--- src/rtl/fp_add_normalize.sv ---
// Post-addition normalizer: stage 1 counts leading zeros, stage 2 shifts and updates the exponent.
// Define NORM_LZC_PIPE_EN to register lz/carry before the shifter (latency 3 instead of 2).
module fp_add_normalize (
    input  logic        clk,
    input  logic        rst,
    input  logic        in_valid,
    input  logic        hold,
    input  logic [24:0] mant_sum,
    input  logic [7:0]  exp_in,
    input  logic        sign_in,
    input  logic        invalid_in,
    output logic        out_valid,
    output logic [23:0] mantessa_mux_out,
    output logic [7:0]  E_exponent_update,
    output logic [9:0]  excessive_shift_left,
    output logic        overflow_flag,
    output logic        underflow_flag,
    output logic        invalid_flag,
    output logic        sign_out
);

    logic [24:0] r_s1_mant;
    logic [7:0]  r_s1_exp;
    logic        r_s1_sign;
    logic        r_s1_inv;
    logic        r_s1_valid;

    // NOTE: sequential state uses non-blocking assignments so every register samples pre-edge values.
    always_ff @(posedge clk or negedge rst) begin
        if (!rst) begin
            r_s1_mant  <= '0;
            r_s1_exp   <= '0;
            r_s1_sign  <= 1'b0;
            r_s1_inv   <= 1'b0;
            r_s1_valid <= 1'b0;
        end else if (!hold) begin
            r_s1_mant  <= mant_sum;
            r_s1_exp   <= exp_in;
            r_s1_sign  <= sign_in;
            r_s1_inv   <= invalid_in;
            r_s1_valid <= in_valid;
        end
    end

    logic [4:0] w_lz;

    always_comb begin
        // NOTE: default before the loop keeps w_lz fully assigned on every path, so no latch is inferred.
        w_lz = 5'd24;
        for (int i = 0; i < 24; i++) begin
            if (r_s1_mant[i]) w_lz = 5'(23 - i);
        end
    end

    logic [24:0] w_sh_mant;
    logic [7:0]  w_sh_exp;
    logic [4:0]  w_sh_lz;
    logic        w_sh_sign;
    logic        w_sh_inv;
    logic        w_sh_valid;

`ifdef NORM_LZC_PIPE_EN
    logic [24:0] r_p_mant;
    logic [7:0]  r_p_exp;
    logic [4:0]  r_p_lz;
    logic        r_p_sign;
    logic        r_p_inv;
    logic        r_p_valid;

    always_ff @(posedge clk or negedge rst) begin
        if (!rst) begin
            r_p_mant  <= '0;
            r_p_exp   <= '0;
            r_p_lz    <= '0;
            r_p_sign  <= 1'b0;
            r_p_inv   <= 1'b0;
            r_p_valid <= 1'b0;
        end else if (!hold) begin
            r_p_mant  <= r_s1_mant;
            r_p_exp   <= r_s1_exp;
            r_p_lz    <= w_lz;
            r_p_sign  <= r_s1_sign;
            r_p_inv   <= r_s1_inv;
            r_p_valid <= r_s1_valid;
        end
    end

    assign w_sh_mant  = r_p_mant;
    assign w_sh_exp   = r_p_exp;
    assign w_sh_lz    = r_p_lz;
    assign w_sh_sign  = r_p_sign;
    assign w_sh_inv   = r_p_inv;
    assign w_sh_valid = r_p_valid;
`else
    assign w_sh_mant  = r_s1_mant;
    assign w_sh_exp   = r_s1_exp;
    assign w_sh_lz    = w_lz;
    assign w_sh_sign  = r_s1_sign;
    assign w_sh_inv   = r_s1_inv;
    assign w_sh_valid = r_s1_valid;
`endif

    // Exponent math runs at 9 bits so the +1 carry and the lz borrow are visible before truncation.
    logic [8:0]  w_exp9;
    logic [8:0]  w_lz9;
    logic [8:0]  w_e9;
    logic [9:0]  w_esl;
    logic [23:0] w_mant;
    logic        w_ovf;
    logic        w_unf;

    assign w_exp9 = {1'b0, w_sh_exp};
    assign w_lz9  = {4'b0, w_sh_lz};

    always_comb begin
        w_mant = w_sh_mant[23:0] << w_sh_lz;
        w_e9   = '0;
        w_esl  = '0;
        w_ovf  = 1'b0;
        w_unf  = 1'b0;
        if (w_sh_mant[24]) begin
            w_mant = w_sh_mant[24:1];
            w_e9   = w_exp9 + 9'd1;
            w_ovf  = (w_exp9 >= 9'd254);
        end else if (w_sh_mant == 25'd0) begin
            w_mant = '0;
            w_unf  = 1'b1;
        end else if (w_lz9 < w_exp9) begin
            w_e9 = w_exp9 - w_lz9;
        end else begin
            w_unf = 1'b1;
            w_esl = {1'b0, w_lz9 - w_exp9 + 9'd1};
        end
    end

    always_ff @(posedge clk or negedge rst) begin
        if (!rst) begin
            out_valid            <= 1'b0;
            mantessa_mux_out     <= '0;
            E_exponent_update    <= '0;
            excessive_shift_left <= '0;
            overflow_flag        <= 1'b0;
            underflow_flag       <= 1'b0;
            invalid_flag         <= 1'b0;
            sign_out             <= 1'b0;
        end else if (!hold) begin
            out_valid            <= w_sh_valid;
            mantessa_mux_out     <= w_mant;
            E_exponent_update    <= w_e9[7:0];
            excessive_shift_left <= w_esl;
            overflow_flag        <= w_ovf & ~w_sh_inv;
            underflow_flag       <= w_unf & ~w_sh_inv;
            invalid_flag         <= w_sh_inv;
            sign_out             <= w_sh_sign;
        end
    end

endmodule

--- config.mk ---
export PLATFORM = sky130hd
export DESIGN_NAME = fp_add_normalize
export DESIGN_NICKNAME = d
export VERILOG_FILES = /design/src/rtl/fp_add_normalize.sv
export SDC_FILE = /design/constraint.sdc
export NUM_CORES = 1
export LEC_CHECK = 0
export ABC_CLOCK_PERIOD_IN_PS = 3800
export BUFFER_PORTS_ARGS = -buffer_cell sky130_fd_sc_hd__buf_2
export CORE_MARGIN = 3
export CORE_UTILIZATION = 45
export DETAILED_ROUTE_END_ITERATION = 6
export GPL_ROUTABILITY_DRIVEN = 0
export MAX_ROUTING_LAYER = met4
export PLACE_DENSITY = 0.68
export SYNTH_ARGS = -nofsm -noshare
export SYNTH_HDL_FRONTEND = slang
export SYNTH_SLANG_ARGS = --single-unit
--- constraint.sdc ---
create_clock -name clk -period 3.8 [get_ports clk]
set_input_delay 0.38 -clock clk [delete_from_list [all_inputs] [get_ports clk]]
set_output_delay 0.38 -clock clk [all_outputs]
set_load 0.05 [all_outputs]
==> out/metrics.cfg <==
[synthesis]
yosysTopAreaCell = dfrtp_1
synth_top_area_share_pct = 37.8
yosysWarnings = 0
yosysMostFrequentCell = dfrtp_1
ys.flop_type = dfrtp_1
syn_nets = 646
synth_common_cells = dfrtp_1, a21oi_1, nand2_1
synthCells = 588
yosys-top-cells-area = dfrtp_1, mux2_2, a21oi_1
synth_seq_cells = 82
synth.yosys.seq_area_share_pct = 37.8
synth-async-reset-ratio_pct = 100
synth-edff-count = 0
ys_types = 66
syn_area_per_cell_um2 = 9.24
syn_area_um2 = 5430

[finish]
fin_area_um2 = 6340
nNetsFinal = 724
diodes = 0
nFillCells = 1089
post-route-util_pct = 54.6
final_cells = 813
syn_to_final_growth_pct = 16.8
drive_gt1_share_pct = 27.9

[worst_setup_path]
critPathCaptureType = flop
crit_type = flop to flop
crit_arrival_ps = 3800
path_cells = inv_1 -> o21a_1 -> or2_2 -> a21o_1 -> clkinv_4 -> ha_1 -> inv_1 -> fa_1 -> a21o_1 -> a21oi_1 -> o21ai_1 -> a21boi_2 -> nor4b_4 -> buf_4 -> a22o_1
crit_family = compound AO/OA/AOI/OAI gates
r2r-end = excessive_shift_left[1]$_DFFE_PN0N_
cp.buffers_inverters = 4
crit_cells = 15
critPathMaxFanout = 9
rr_startpoint = r_s1_mant[22]$_DFFE_PN0N_
rr_worst_depth = 15
max_stage_delay_ps = 490
start_kind = flop
critPathRequiredTime_ps = 4080
rrSetupSlack_ps = 280
crit_slowest_cell = dfrtp_1

[clock_tree]
htree_levels = 3
cts.sinks = 82
clockBufferDepth = 2
clkTransAtPathRegs_ps = 60
hold_buffers = 0
numCtsBuffers = 9
tritoncts = built
cts-root-buf = clkbuf_16
clk_latency_ps = 350

[drt]
ant_nets = 0
wirelength_um = 15800
drtIter0Drc = 598
vias = 5120
wl_per_cell_um = 19.4
drc = 0
first_pass_iters = 7
viasPerCell = 6.30

[job]
drv_cap = 0

[sta]
final.min_clock_period_ps = 3520
rsz0062_at_grt = no
drv_slew = 0
tightest_slew_ps = 1040
tns_ps = 0
hold_ws_ps = 198
final_min_period_over_clock_period_pct = 92.5
slew_headroom_pct = 30.5
setup_viol = 0
fin_skew_ps = 8.34
max_freq_mhz = 284
finalHoldViolCount = 0

[place]
dp_cells = 797
io_buffers = 84
dp.final_hpwl_um = 11500
dpl_cell_area_um2 = 6050

[floorplan]
start_util_pct = 46.8
core-area_um2 = 11600
num_rows = 39
die_h_um = 116
die-area_um2 = 13400
pin_count = 86
floorplan.die.width_um = 116

[worst_hold_path]
holdCritPathClass = input pin to asynchronous set/reset pin

[grt]
antenna_found_initial = 0
first_global_vias = 4886
grt_max_degree = 83
grt_usage_pct = 24.9
grt_overflow_total = 0
grt_pass1_wl_um = 25400

[power]
power.leakage_nw = 2.84
power.density_nw_per_um2 = 482
ir_drop_uv = 243

[status]
status = completed

==> placed cells by master (no fill, tap or decap), types with 8 or more instances in the layout <==
cell | Yosys | routed
clkbuf_16 | 0 | 9
buf_2 | 9 | 82
a211oi_1 | 24 | 24
o31ai_1 | 8 | 8
nand2_1 | 49 | 49
nor3_1 | 12 | 12
inv_1 | 27 | 27
mux2i_1 | 12 | 12
mux2_2 | 44 | 44
a21oi_1 | 49 | 49
ha_1 | 18 | 18
a22oi_1 | 16 | 16
buf_4 | 3 | 29
nor2_1 | 42 | 42
a221oi_1 | 16 | 16
nor2b_1 | 11 | 11
o21ai_0 | 25 | 24
xnor2_1 | 9 | 9
a22o_1 | 8 | 8
dfrtp_1 | 82 | 82
==> worst max-delay path by stage <==
| stage | from | to |
|---|---|---|
| CTS | r_s1_mant[7]$_DFFE_PN0N_ | E_exponent_update[6]$_DFFE_PN0N_ |
| global route | r_s1_mant[4]$_DFFE_PN0N_ | excessive_shift_left[1]$_DFFE_PN0N_ |
| global placement | r_s1_mant[7]$_DFFE_PN0N_ | E_exponent_update[6]$_DFFE_PN0N_ |
| floorplan | r_s1_mant[7]$_DFFE_PN0N_ | excessive_shift_left[6]$_DFFE_PN0N_ |
| finish | r_s1_mant[22]$_DFFE_PN0N_ | excessive_shift_left[1]$_DFFE_PN0N_ |
| detailed placement | r_s1_mant[7]$_DFFE_PN0N_ | E_exponent_update[6]$_DFFE_PN0N_ |
==> final cells by class <==
| type | instances | area [um2] | share of cell area [%] |
|---|---|---|---|
| repair buffers | 111 | 628 | 9.90 |
| clock buffers | 11 | 253 | 3.98 |
| inverters | 29 | 114 | 1.79 |
| flip-flops and latches | 82 | 2050 | 32.3 |
| clock inverters | 4 | 27.5 | 0.434 |
| well taps | 143 | 179 | 2.82 |
| multi-input cells | 433 | 3090 | 48.7 |
==> layer usage <==
metal,vias up,part of all wire (%),GRT usage (%)
met5,-,0,-
met2,330,41,34.4
met1,2377,43,34.7
met4,0,4.2,11.9
li1,2339,-,-
met3,74,12,5.38
==> flip-flops by register name (all words and copies together) (netlist names), 8 cells and up <==
name,flops
r_s1_mant,25
mantessa_mux_out,24
excessive_shift_left,9
E_exponent_update,8
r_s1_exp,8
==> kinds of logic (layout without fill, tap and decap cells) <==
logic type	count (synthesis)	in the layout	synth area share [%]
AO/OA/AOI/OAI	190	190	24.1
AND/OR/NAND/NOR	150	150	13.1
flip-flops	82	82	37.8
buffers and inverters	73	155	5.69
multiplexers	60	60	12.7
adder cells (fa/ha/maj)	19	19	4.51
XOR/XNOR	13	13	2.10
other	1	1	0.0690
==> through the flow <==
step                total power, mW  setup slack, ps
floorplan                      1.92             29.1
global placement               2.22              207
detailed placement             2.24             54.5
CTS                            3.06             45.5
global route                   3.22             21.5
finish                         3.06              283
==> repair_timing <==
| item | in CTS | in global routing |
|---|---|---|
| buffers inserted | 0 | 1 |
| resized for setup | 0 | 4 |
| setup endpoints to repair | 0 | 17 |
==> where the power goes <==
part	internal, mW	total, mW	switching [mW]
Clock	0.473	0.812	0.339
Sequential	0.990	1.11	0.124
Combinational	0.370	1.13	0.762
(Power assumes the default switching activity.)
